$ cat src/rtl/hysteresis_edge_tracker.sv
// Canny hysteresis: promotes weak pixels 8-connected to strong ones and clears the rest, over NUM_PASSES raster scans of the interior.
// done rises 2+NUM_PASSES*(HEIGHT-2)*(WIDTH-2) edges after enable is sampled; Z is captured only in LOAD.
module hysteresis_edge_tracker #(
   parameter int         HEIGHT       = 5,
   parameter int         WIDTH        = 5,
   parameter logic [7:0] WEAK_PIXEL   = 8'd75,
   parameter logic [7:0] STRONG_PIXEL = 8'd255,
   parameter int         NUM_PASSES   = 1
) (
   input  logic                            clk,
   input  logic                            reset,
   input  logic                            enable,
   output logic                            done,
   input  logic [HEIGHT*WIDTH-1:0][7:0]    Z,
   output logic [HEIGHT*WIDTH-1:0][7:0]    res
);

   localparam int NPIX = HEIGHT * WIDTH;
   localparam int RW   = $clog2(HEIGHT);
   localparam int CW   = $clog2(WIDTH);
   localparam int PW   = $clog2(NUM_PASSES + 1);
   localparam int IW   = $clog2(NPIX);

   localparam logic [RW-1:0] LAST_ROW  = RW'(HEIGHT - 2);
   localparam logic [CW-1:0] LAST_COL  = CW'(WIDTH - 2);
   localparam logic [PW-1:0] LAST_PASS = PW'(NUM_PASSES - 1);

   typedef enum logic [2:0] {
      S_IDLE,
      S_LOAD,
      S_SCAN,
      S_WRITE,
      S_DONE
   } state_t;

   state_t state, state_next;

   logic [NPIX-1:0][7:0] work_buf;
   logic [RW-1:0]        row_cnt;
   logic [CW-1:0]        col_cnt;
   logic [PW-1:0]        pass_cnt;

   logic [IW-1:0]        cur_idx;
   logic [7:0]           cur_pix;
   logic                 strong_nbr;
   logic [7:0]           pix_next;
   logic                 row_end;
   logic                 frame_end;

   // Neighbour reads come straight from the working buffer, so promotions
   // written earlier in the same pass propagate forward immediately.
   always_comb begin
      int nidx;
      cur_idx    = IW'(int'(row_cnt) * WIDTH + int'(col_cnt));
      cur_pix    = work_buf[cur_idx];
      strong_nbr = 1'b0;
      for (int dr = -1; dr <= 1; dr++) begin
         for (int dc = -1; dc <= 1; dc++) begin
            nidx = (int'(row_cnt) + dr) * WIDTH + int'(col_cnt) + dc;
            if ((dr != 0 || dc != 0) && work_buf[IW'(nidx)] == STRONG_PIXEL)
               strong_nbr = 1'b1;
         end
      end
   end

   always_comb begin
      pix_next = 8'd0;
      if (cur_pix == STRONG_PIXEL) begin
         pix_next = STRONG_PIXEL;
      end else if (cur_pix == WEAK_PIXEL) begin
         if (strong_nbr)
            pix_next = STRONG_PIXEL;
         else if (pass_cnt != LAST_PASS)
            pix_next = WEAK_PIXEL;
         else
            pix_next = 8'd0;
      end
   end

   assign row_end   = (col_cnt == LAST_COL);
   assign frame_end = row_end && (row_cnt == LAST_ROW);

   always_ff @(posedge clk or posedge reset) begin
      if (reset)
         state <= S_IDLE;
      else
         state <= state_next;
   end

   always_comb begin
      state_next = state;
      case (state)
         S_IDLE:  if (enable) state_next = S_LOAD;
         S_LOAD:  state_next = S_SCAN;
         S_SCAN:  if (frame_end && pass_cnt == LAST_PASS) state_next = S_WRITE;
         S_WRITE: state_next = S_DONE;
         S_DONE:  state_next = enable ? S_LOAD : S_IDLE;
         default: state_next = S_IDLE;
      endcase
   end

   always_ff @(posedge clk or posedge reset) begin
      if (reset) begin
         work_buf <= '0;
         res      <= '0;
         done     <= 1'b0;
         row_cnt  <= '0;
         col_cnt  <= '0;
         pass_cnt <= '0;
      end else begin
         done <= (state_next == S_DONE);
         case (state)
            S_LOAD: begin
               work_buf <= Z;
               row_cnt  <= RW'(1);
               col_cnt  <= CW'(1);
               pass_cnt <= '0;
            end
            S_SCAN: begin
               work_buf[cur_idx] <= pix_next;
               if (row_end) begin
                  col_cnt <= CW'(1);
                  if (frame_end) begin
                     row_cnt  <= RW'(1);
                     pass_cnt <= pass_cnt + PW'(1);
                  end else begin
                     row_cnt <= row_cnt + RW'(1);
                  end
               end else begin
                  col_cnt <= col_cnt + CW'(1);
               end
            end
            S_WRITE: res <= work_buf;
            default: ;
         endcase
      end
   end

endmodule
$ cat config.mk
export PLATFORM = sky130hd
export DESIGN_NAME = hysteresis_edge_tracker
export DESIGN_NICKNAME = d
export VERILOG_FILES = /design/src/rtl/hysteresis_edge_tracker.sv
export SDC_FILE = /design/constraint.sdc
export NUM_CORES = 1
export LEC_CHECK = 0
export BUFFER_PORTS_ARGS = -buffer_cell sky130_fd_sc_hd__buf_4
export CAP_MARGIN = 20
export CORE_AREA = 2 2 221 386
export CTS_CLUSTER_SIZE = 14
export DETAILED_ROUTE_END_ITERATION = 10
export DIE_AREA = 0 0 223 388
export GPL_ROUTABILITY_DRIVEN = 0
export PLACE_DENSITY = 0.46
export SLEW_MARGIN = 15
export SYNTH_ARGS = -nofsm -noshare
export SYNTH_HDL_FRONTEND = slang
export SYNTH_SLANG_ARGS = --single-unit
$ cat constraint.sdc
create_clock -name clk -period 18 [get_ports clk]
set_input_delay 1.8 -clock clk [delete_from_list [all_inputs] [get_ports clk]]
set_output_delay 1.8 -clock clk [all_outputs]
set_load 0.02 [all_outputs]
== After elaboration in Yosys (flattened, before gate mapping) ==
Index checks and enable logic that the tools add are counted.

* Bits in registers: 411
* Bits of input ports: 203
* Output and inout port bits: 201
* Word-level logic and storage cells: 163

* $add $sub $neg: 14
* Multiply operators: 3
* Order comparisons: 10
* Eq/ne operators: 19
* Mux-type cells: 54
* Bitwise operators: 1
* Reduce and logical (&&, ||, !) cells: 7

{| class="wikitable"
|+ Operators with widths
! cell !! number
|-
| case mux 200 bit (2 select lines) || 1
|-
| binary-select mux 8 bit (select 5 bit) || 9
|-
| bitwise mux 200 bit || 1
|-
| two-way mux 8 bit || 21
|-
| == test 8 bit, second input constant || 9
|-
| less-than comparator 5 x 7 -> 1 bit, second input constant || 8
|-
| demux 8 bit (select 5 bit) || 1
|-
| adder 5 x 1 -> 5 bit, second input constant || 5
|-
| two-way mux 3 bit || 5
|-
| case mux 3 bit (5 select lines) || 1
|-
| == test 3 x 2 -> 1 bit, second input constant || 4
|-
| case mux 3 bit (2 select lines) || 2
|-
| two-way mux 1 bit || 11
|-
| adder 5 x 3 -> 5 bit || 2
|-
| == test 8 x 7 -> 1 bit, second input constant || 1
|-
| two-way mux 7 bit || 1
|-
| adder 3 x 1 -> 3 bit, second input constant || 2
|-
| == test 3 bit, second input constant || 2
|-
| less-than comparator 5 x 6 -> 1 bit, second input constant || 1
|-
| adder 4 x 1 -> 5 bit, second input constant || 1
|-
| adder 5 x 2 -> 5 bit, second input constant || 1
|-
| adder 5 x 4 -> 5 bit || 1
|-
| >= comparator 5 x 1 -> 1 bit, second input constant || 1
|-
| multiplier 3 x 3 -> 5 bit, second input constant || 1
|-
| other kinds (13) || 16
|}

== Logic depth before layout (Yosys ltp) ==
Gate-level depths: netlist of run 1.

* Word-level depth: 21
* Mapped depth: 22
* Gate-level depth less buffers: 18

== Least setup slack after synthesis of run 1 ==
Ideal clock, no wire load.

* Path type: reg-to-reg
* Start: register row_cnt[0]
* End: register work_buf[165] in the netlist's numbering
* Library setup time: 131 ps
* Arrival: 5046 ps
* Data required time: 17869 ps
* Path slack: 12824 ps
* Cell stages (with the launch flop): 18
* Buffers on the path: 3
* Period minus slack after synthesis: 5176 ps
* Cells stage by stage: dfrtp_1 -> inv_1 -> ha_1 -> inv_1 -> ha_1 -> ha_1 -> clkbuf_1 -> inv_1 -> clkbuf_1 -> ha_1 -> xor2_1 -> mux4_2 -> a21oi_1 -> o32ai_1 -> or4_1 -> o41ai_4 -> clkbuf_2 -> o21ai_0

* Cells in the longest elaborated chain, start to end: 21
* Elaborated cells on any way between the ends: 68
* Those cells by class: add/sub (11); mul (3); order compare (2); eq/ne (10); mux (41); reduce/logical (1)

{| class="wikitable"
|+ Ends and longest elaborated chain
! item !! line !! text
|-
| from (decl) || 39 || <nowiki>logic [RW-1:0] row_cnt;</nowiki>
|-
| from (signal assigned) || 127 || <nowiki>row_cnt <= row_cnt + RW'(1);</nowiki>
|-
| adder 4 x 1 -> 5 bit || 59 || <nowiki>nidx = (int'(row_cnt) + dr) * WIDTH + int'(col_cnt) + dc;</nowiki>
|-
| multiplier 5 x 4 -> 5 bit || 59 ||
|-
| adder 5 x 4 -> 5 bit || 59 ||
|-
| adder 5 x 1 -> 5 bit || 59 ||
|-
| binary-select mux 8 bit (select 5 bit) || 60 || <nowiki>if ((dr != 0 || dc != 0) && work_buf[IW'(nidx)] == STRONG_PIXEL)</nowiki>
|-
| two-way mux 8 bit (implied by the code) (2 in series) || 60 ||
|-
| == test 8 bit || 60 ||
|-
| two-way mux 1 bit (8 in series) || 60 ||
|-
| two-way mux 8 bit || 71 || <nowiki>if (strong_nbr)</nowiki>
|-
| two-way mux 8 bit || 70 || <nowiki>end else if (cur_pix == WEAK_PIXEL) begin</nowiki>
|-
| two-way mux 8 bit || 68 || <nowiki>if (cur_pix == STRONG_PIXEL) begin</nowiki>
|-
| bitwise mux 200 bit (*) || 120 || <nowiki>work_buf[cur_idx] <= pix_next;</nowiki>
|-
| case mux 200 bit (2 select lines) (*) || 112 || <nowiki>case (state)</nowiki>
|-
| to (signal, indexed assignment) || 120 ||
|-
| to (decl) || 38 || <nowiki>logic [NPIX-1:0][7:0] work_buf;</nowiki>
|}

Every way passes the cells marked *; elsewhere a longest branch is shown, timed or not. The select of a mux whose other input is x is not followed.
A chain may end at the register's enable or synchronous reset.

== Worst setup path after layout of run 1 ==
* Start: register row_cnt[0]
* End: register work_buf[66] in the netlist's numbering

The elaborated chain is that of the path after synthesis.

==> results.yml, run 1 <==
timing:
  fin_crit_ns: 6.82
  skew_ns: 0.0286
  setup-tns-final_ns: 0
  timing.final.crit_share_pct: 37.9
  rsz0062_at_grt: "false"
  finalHoldViolations: 0
  setup_viol: 0
  fmax_mhz: 147
  maxSlewHeadroom_pct: 21.7
  slew_violations: 0
  worst_pin_slew_ns: 1.17
worst_setup_path:
  cp.required_ns: 18.46
  crit_type: "reg2reg"
  cp_num_buf_inv: 7
  path_delay_family: "buffers and inverters"
  crit_chain: "inv_1 > ha_1 > inv_1 > ha_1 > inv_1 > ha_1 > ha_1 > inv_1 > fa_2 > buf_4 > xor2_1 > buf_4 > mux4_2 > a21oi_1 > o32ai_1 > or4_1 > o41ai_4 > buf_4 > o21ai_0"
  end_kind: "register"
  slowest_delay_ns: 0.77
  crit_fanout: 59
  crit_arrival_ns: 7.28
  start_kind: "register"
  cpMaxStageDelayCell: "xor2_1"
  reg2reg_slack_ns: 11.18
floorplan:
  die_area_um2: 86500
  design.portCount: 404
  core_um2: 83200
  start_util_pct: 29.9
  rows: 140
  dieHeight_um: 388
  die_x_um: 223
clocking:
  cts_sinks: 411
  holdBufCountCts: 0
  clk_pin_slew_ns: 0.07
  clock_latency_ns: 0.62
  cts_inserted_buffers: 43
  cts_tree: "yes"
  cts_max_level: 2
  post_cts_resized: 0
  cts_setup_buffers: 0
  cts_root_buf: "clkbuf_16"
  cts_buffer_depth: 3
route:
  drt-pass1-iter-count: 8
  drtIter0Drc: 2399
  antenna_left: 0
  via_per_inst: 5.93
  wl_per_cell_um: 28.5
  totalWireLength_mm: 118
  num_vias: 24600
  drc: 0
layout:
  area_growth_pct: 21.5
  fin_util_pct: 36.3
  fillCellCount: 8561
  multi_input_area_um2: 13500
  fin_nets: 3298
  register_area_um2: 10300
  drive_above_1_share_pct: 21.1
logic_synthesis:
  synth_top_area_share_pct: 41.4
  ys_ff_latch: 411
  synth-edff-count: 0
  synth-main-ff-cell: "dfrtp_1"
  synth_area_per_cell_um2: 8.95
  yosys-top-cells-area: "dfrtp_1 41%, nand2_1 11%, mux4_2 8.2%"
  synth_cell_types: 73
  synthesis.nets: 3022
  syn_inst: 2777
  synth_common_cells: "728 x nand2_1, 411 x dfrtp_1, 246 x o21ai_0, 215 x a22oi_1, 161 x nand3_1"
  ys_warn_count: 0
  yosysTopAreaCell: "dfrtp_1"
  async_flop_share_pct: 100
  syn_area_um2: 24800
  yosysSeqAreaShare_pct: 41.4
  synth.most_common_cell: "nand2_1"
placed_design:
  dp_hpwl_mm: 87.4
  port_buffers: 403
run:
  cap_violations: 0
global_routing:
  grtUsageTotal_pct: 27.0
  antenna_found_initial: 2
  grt_pass1_wl_mm: 174
  grt-ovfl-total: 0
  grt_max_degree: 170
  grt_pass1_vias: 25000
worst_hold_path:
  hold_path_class: "reg2reg"
run_status:
  outcome: "finished, final reports clean"
-- cells in the final DEF (no fill, tap or decap), drive strengths merged, types with 7 or more instances in the layout --
master,instances
clkinv,7
mux4,91
mux2i,44
buf,451
nand3,161
o221ai,7
a32oi,9
a21oi,57
inv,42
xor2,15
nor2,54
bufinv,7
o211ai,31
o2111ai,11
nor4,8
ha,39
a22oi,215
nand3b,34
nand2,729
a31oi,26
a221oi,11
a311oi,9
o21ai,296
dfrtp,411
and2,9
mux2,16
nor3,24
o32ai,7
and3,15
a211oi,10
xnor2,24
nand4,68
clkbuf,57
nand4b,14
-- stage by stage --
stage | setup slack, ns | std cells | hold WS, ns | cell area (um^2)
after floorplan | 4.76 | 2777 | 0.460 | 24800
after global placement | 11.43 | 4070 | 0.464 | 28600
after detailed placement | 11.29 | 4071 | 0.464 | 28600
after CTS | 11.28 | 4148 | 0.481 | 30100
after global routing | 10.91 | 4150 | 0.505 | 30200
final | 11.18 | 4151 | 0.475 | 30200
-- worst register-to-register path, cell delays in order (launching register included) --
cell     delay [ns]
dfrtp_1        0.46
inv_1          0.25
ha_1           0.19
inv_1          0.05
ha_1           0.27
inv_1          0.04
ha_1           0.27
ha_1           0.31
inv_1          0.06
fa_2           0.51
buf_4          0.51
xor2_1         0.79
buf_4          0.28
mux4_2         0.49
a21oi_1        0.17
o32ai_1        0.13
or4_1          0.63
o41ai_4        0.41
buf_4          0.58
o21ai_0        0.27
-- metal layers --
| metal | vias up | track usage (%) | share of wire, % |
|---|---|---|---|
| li1 | 10800 | - | - |
| met1 | 12100 | 31.6 | 37 |
| met2 | 1372 | 45.5 | 48 |
| met3 | 366 | 5.57 | 8.0 |
| met4 | 2 | 15.6 | 6.9 |
| met5 | - | 0 | 0.014 |
-- worst paths after layout --
| path | startpoint | endpoint | cells after the start |
|---|---|---|---|
| hold reg to reg | res[30]$_DFFE_PP0N_ | res[30]$_DFFE_PP0N_ | 2 |
| max in group asynchronous | reset | res[142]$_DFFE_PP0N_ | 5 |
| hold / removal | res[30]$_DFFE_PP0N_ | res[30]$_DFFE_PP0N_ | 2 |
| setup reg to reg | row_cnt[0]$_DFFE_PP0P_ | work_buf[66]$_DFFE_PP0P_ | 19 |
| setup / recovery | row_cnt[0]$_DFFE_PP0P_ | work_buf[66]$_DFFE_PP0P_ | 19 |
| min in group asynchronous | reset | res[36]$_DFFE_PP0N_ | 2 |
-- layout make-up --
cell class / count / share of cell area [%]
multi-input cells: 2107 / 44.6
flip-flops and latches: 411 / 34.1
repair buffers: 451 / 11.4
inverters: 39 / 0.535
clock buffers: 57 / 3.97
diodes: 1 / 0.00829
clock inverters: 20 / 1.01
well taps: 1065 / 4.41
-- flip-flops by register name (all words and copies together), names as in the netlist --
signal	count
row_cnt	3
col_cnt	3
pass_cnt	1
work_buf	200
state	3
done	1
res	200
-- cell families after synthesis --
kind of cell	count (synthesis)	synth area share [%]
compound gates	730	18.9
xor+xnor	40	1.47
mux	151	10.7
flops	411	41.4
simple gates	1144	20.5
buf+inv	259	4.76
fa+ha+maj	42	2.21
Power of run 1 is not shown: default switching activity piles up to over one toggle a cycle in this logic, so the estimate is an artifact.
==> run 2, diff against run 1 <==
- PLACE_DENSITY: 0.46 -> 0.47
- clock period: 18 -> 6.2 ns (I/O delays scaled with it)
==> run 2 against run 1 <==
  * Final area grew 0.85%
  * Hold slack lost 0.31 ns
  * Fmax grew 16%
  * Highest routed layer is now met4
==> results.yml, run 2 (synthesized netlist as in run 1, its figures left out) <==
run_status:
  outcome: "finished, final reports clean"
worst_setup_path:
  crit_arrival_ns: 6.32
  end_kind: "register"
  cp.required_ns: 6.67
  start_kind: "register"
  crit_chain: "inv_1 > ha_1 > inv_1 > ha_1 > inv_1 > ha_1 > ha_1 > inv_1 > fa_2 > xnor2_1 > buf_4 > nor2_1 > a32oi_1 > o32ai_1 > a311oi_1 > o2111ai_1 > or3_1 > o41ai_4 > buf_4 > buf_12 > o21ai_0"
  cpMaxStageDelayCell: "xnor2_1"
  crit_type: "reg2reg"
  reg2regPathDepth: 21
  slowest_delay_ns: 0.66
  crit_fanout: 32
  reg2reg_slack_ns: 0.35
floorplan:
  core_um2: 83200
  start_util_pct: 29.9
  rows: 140
  die_x_um: 223
  design.portCount: 404
  die_area_um2: 86500
  dieHeight_um: 388
layout:
  area_growth_pct: 22.5
  fillCellCount: 8485
  drive_above_1_share_pct: 21.7
  final_cell_mix: "728 x nand2_1, 467 x buf_4, 411 x dfrtp_1"
  mostFrequentLayoutCell: "nand2_1"
  largest_registers: "res (200), work_buf (200)"
  fin_nets: 3327
timing:
  skew_ns: 0.0200
  fin_crit_ns: 5.85
  rsz0062_at_grt: "false"
  setup-tns-final_ns: 0
  maxSlewHeadroom_pct: 23.9
  slew_violations: 0
  setup_viol: 0
  fmax_mhz: 171
  worst_pin_slew_ns: 1.14
  finalHoldViolations: 0
  timing.final.crit_share_pct: 94.4
placed_design:
  port_buffers: 403
  dp_hpwl_mm: 87.6
route:
  via_per_inst: 5.94
  antenna_left: 0
  drc: 0
  drtIter0Drc: 2804
  totalWireLength_mm: 119
  wl_per_cell_um: 28.5
  num_vias: 24800
  drt-pass1-iter-count: 7
clocking:
  cts_tree: "yes"
  cts_setup_buffers: 0
  cts_inserted_buffers: 42
  cts_root_buf: "clkbuf_16"
  clock_latency_ns: 0.60
  cts_max_level: 2
  clk_pin_slew_ns: 0.07
  holdBufCountCts: 0
  post_cts_resized: 0
  cts_buffer_depth: 3
  cts_sinks: 411
global_routing:
  grt-ovfl-total: 0
  grt_pass1_vias: 24700
  antenna_found_initial: 3
  grt_max_degree: 214
  grtUsageTotal_pct: 26.9
  grt_pass1_wl_mm: 173
run:
  cap_violations: 0
worst_hold_path:
  hold_path_class: "in2async"
[run 2: changes by cell type in the layout (fill, tap and decap cells not counted), moves of 2 or more]
cell       change
buf_12        +11
bufinv_16      -2
xor2_1         +2
buf_4         +21
inv_8          -2
xor2_2         -2
[run 2: layout make-up]
| class | instances | area [um^2] | share of cell area, % |
|---|---|---|---|
| Antenna cell | 2 | 5.00 | 0.0164 |
| Clock buffer | 56 | 1190 | 3.93 |
| Clock inverter | 17 | 233 | 0.764 |
| Inverter | 39 | 158 | 0.518 |
| Multi-Input combinational cell | 2107 | 13400 | 44.2 |
| Sequential cell | 411 | 10300 | 33.8 |
| Tap cell | 1065 | 1330 | 4.38 |
| Timing Repair Buffer | 481 | 3790 | 12.4 |
[run 2: path summary, 6_finish.rpt]
check	start	endpoint
min in group clk	enable	state[0]$_DFF_PP0_
min reg2reg	res[14]$_DFFE_PP0N_	res[14]$_DFFE_PP0N_
max reg2reg	row_cnt[0]$_DFFE_PP0P_	work_buf[35]$_DFFE_PP0P_
max	row_cnt[0]$_DFFE_PP0P_	work_buf[35]$_DFFE_PP0P_
max in group asynchronous	reset	res[3]$_DFFE_PP0N_
min	reset	row_cnt[1]$_DFFE_PP0P_
[run 2: layer usage]
| metal | track usage [%] | part of all wire [%] |
|---|---|---|
| met5 | 0 | 0 |
| met4 | 16.3 | 7.4 |
| met3 | 5.28 | 8.0 |
| met2 | 44.2 | 47 |
| met1 | 32.5 | 38 |
[run 2: critical path, delay by kind of cell (launching register included)]
kind	cells	cell delay, ns
compound gates	6	1.45
xor+xnor	1	0.66
fa+ha+maj	5	1.59
buf+inv	7	1.03
flops	1	0.46
simple gates	2	0.49
[run 2: stage by stage]
stage	hold slack (ns)	setup WS, ns	utilization (%)	cells	cell area, um^2
global placement	0.465	0.552	34.8	4101	29000
floorplan	0.460	0.0404	-	2777	24800
global route	0.208	0.0848	36.6	4177	30400
finish	0.167	0.345	36.6	4178	30400
detailed placement	0.465	0.473	34.8	4101	29000
CTS	0.171	0.441	36.6	4174	30400
Power of run 2 is left out for the same reason.
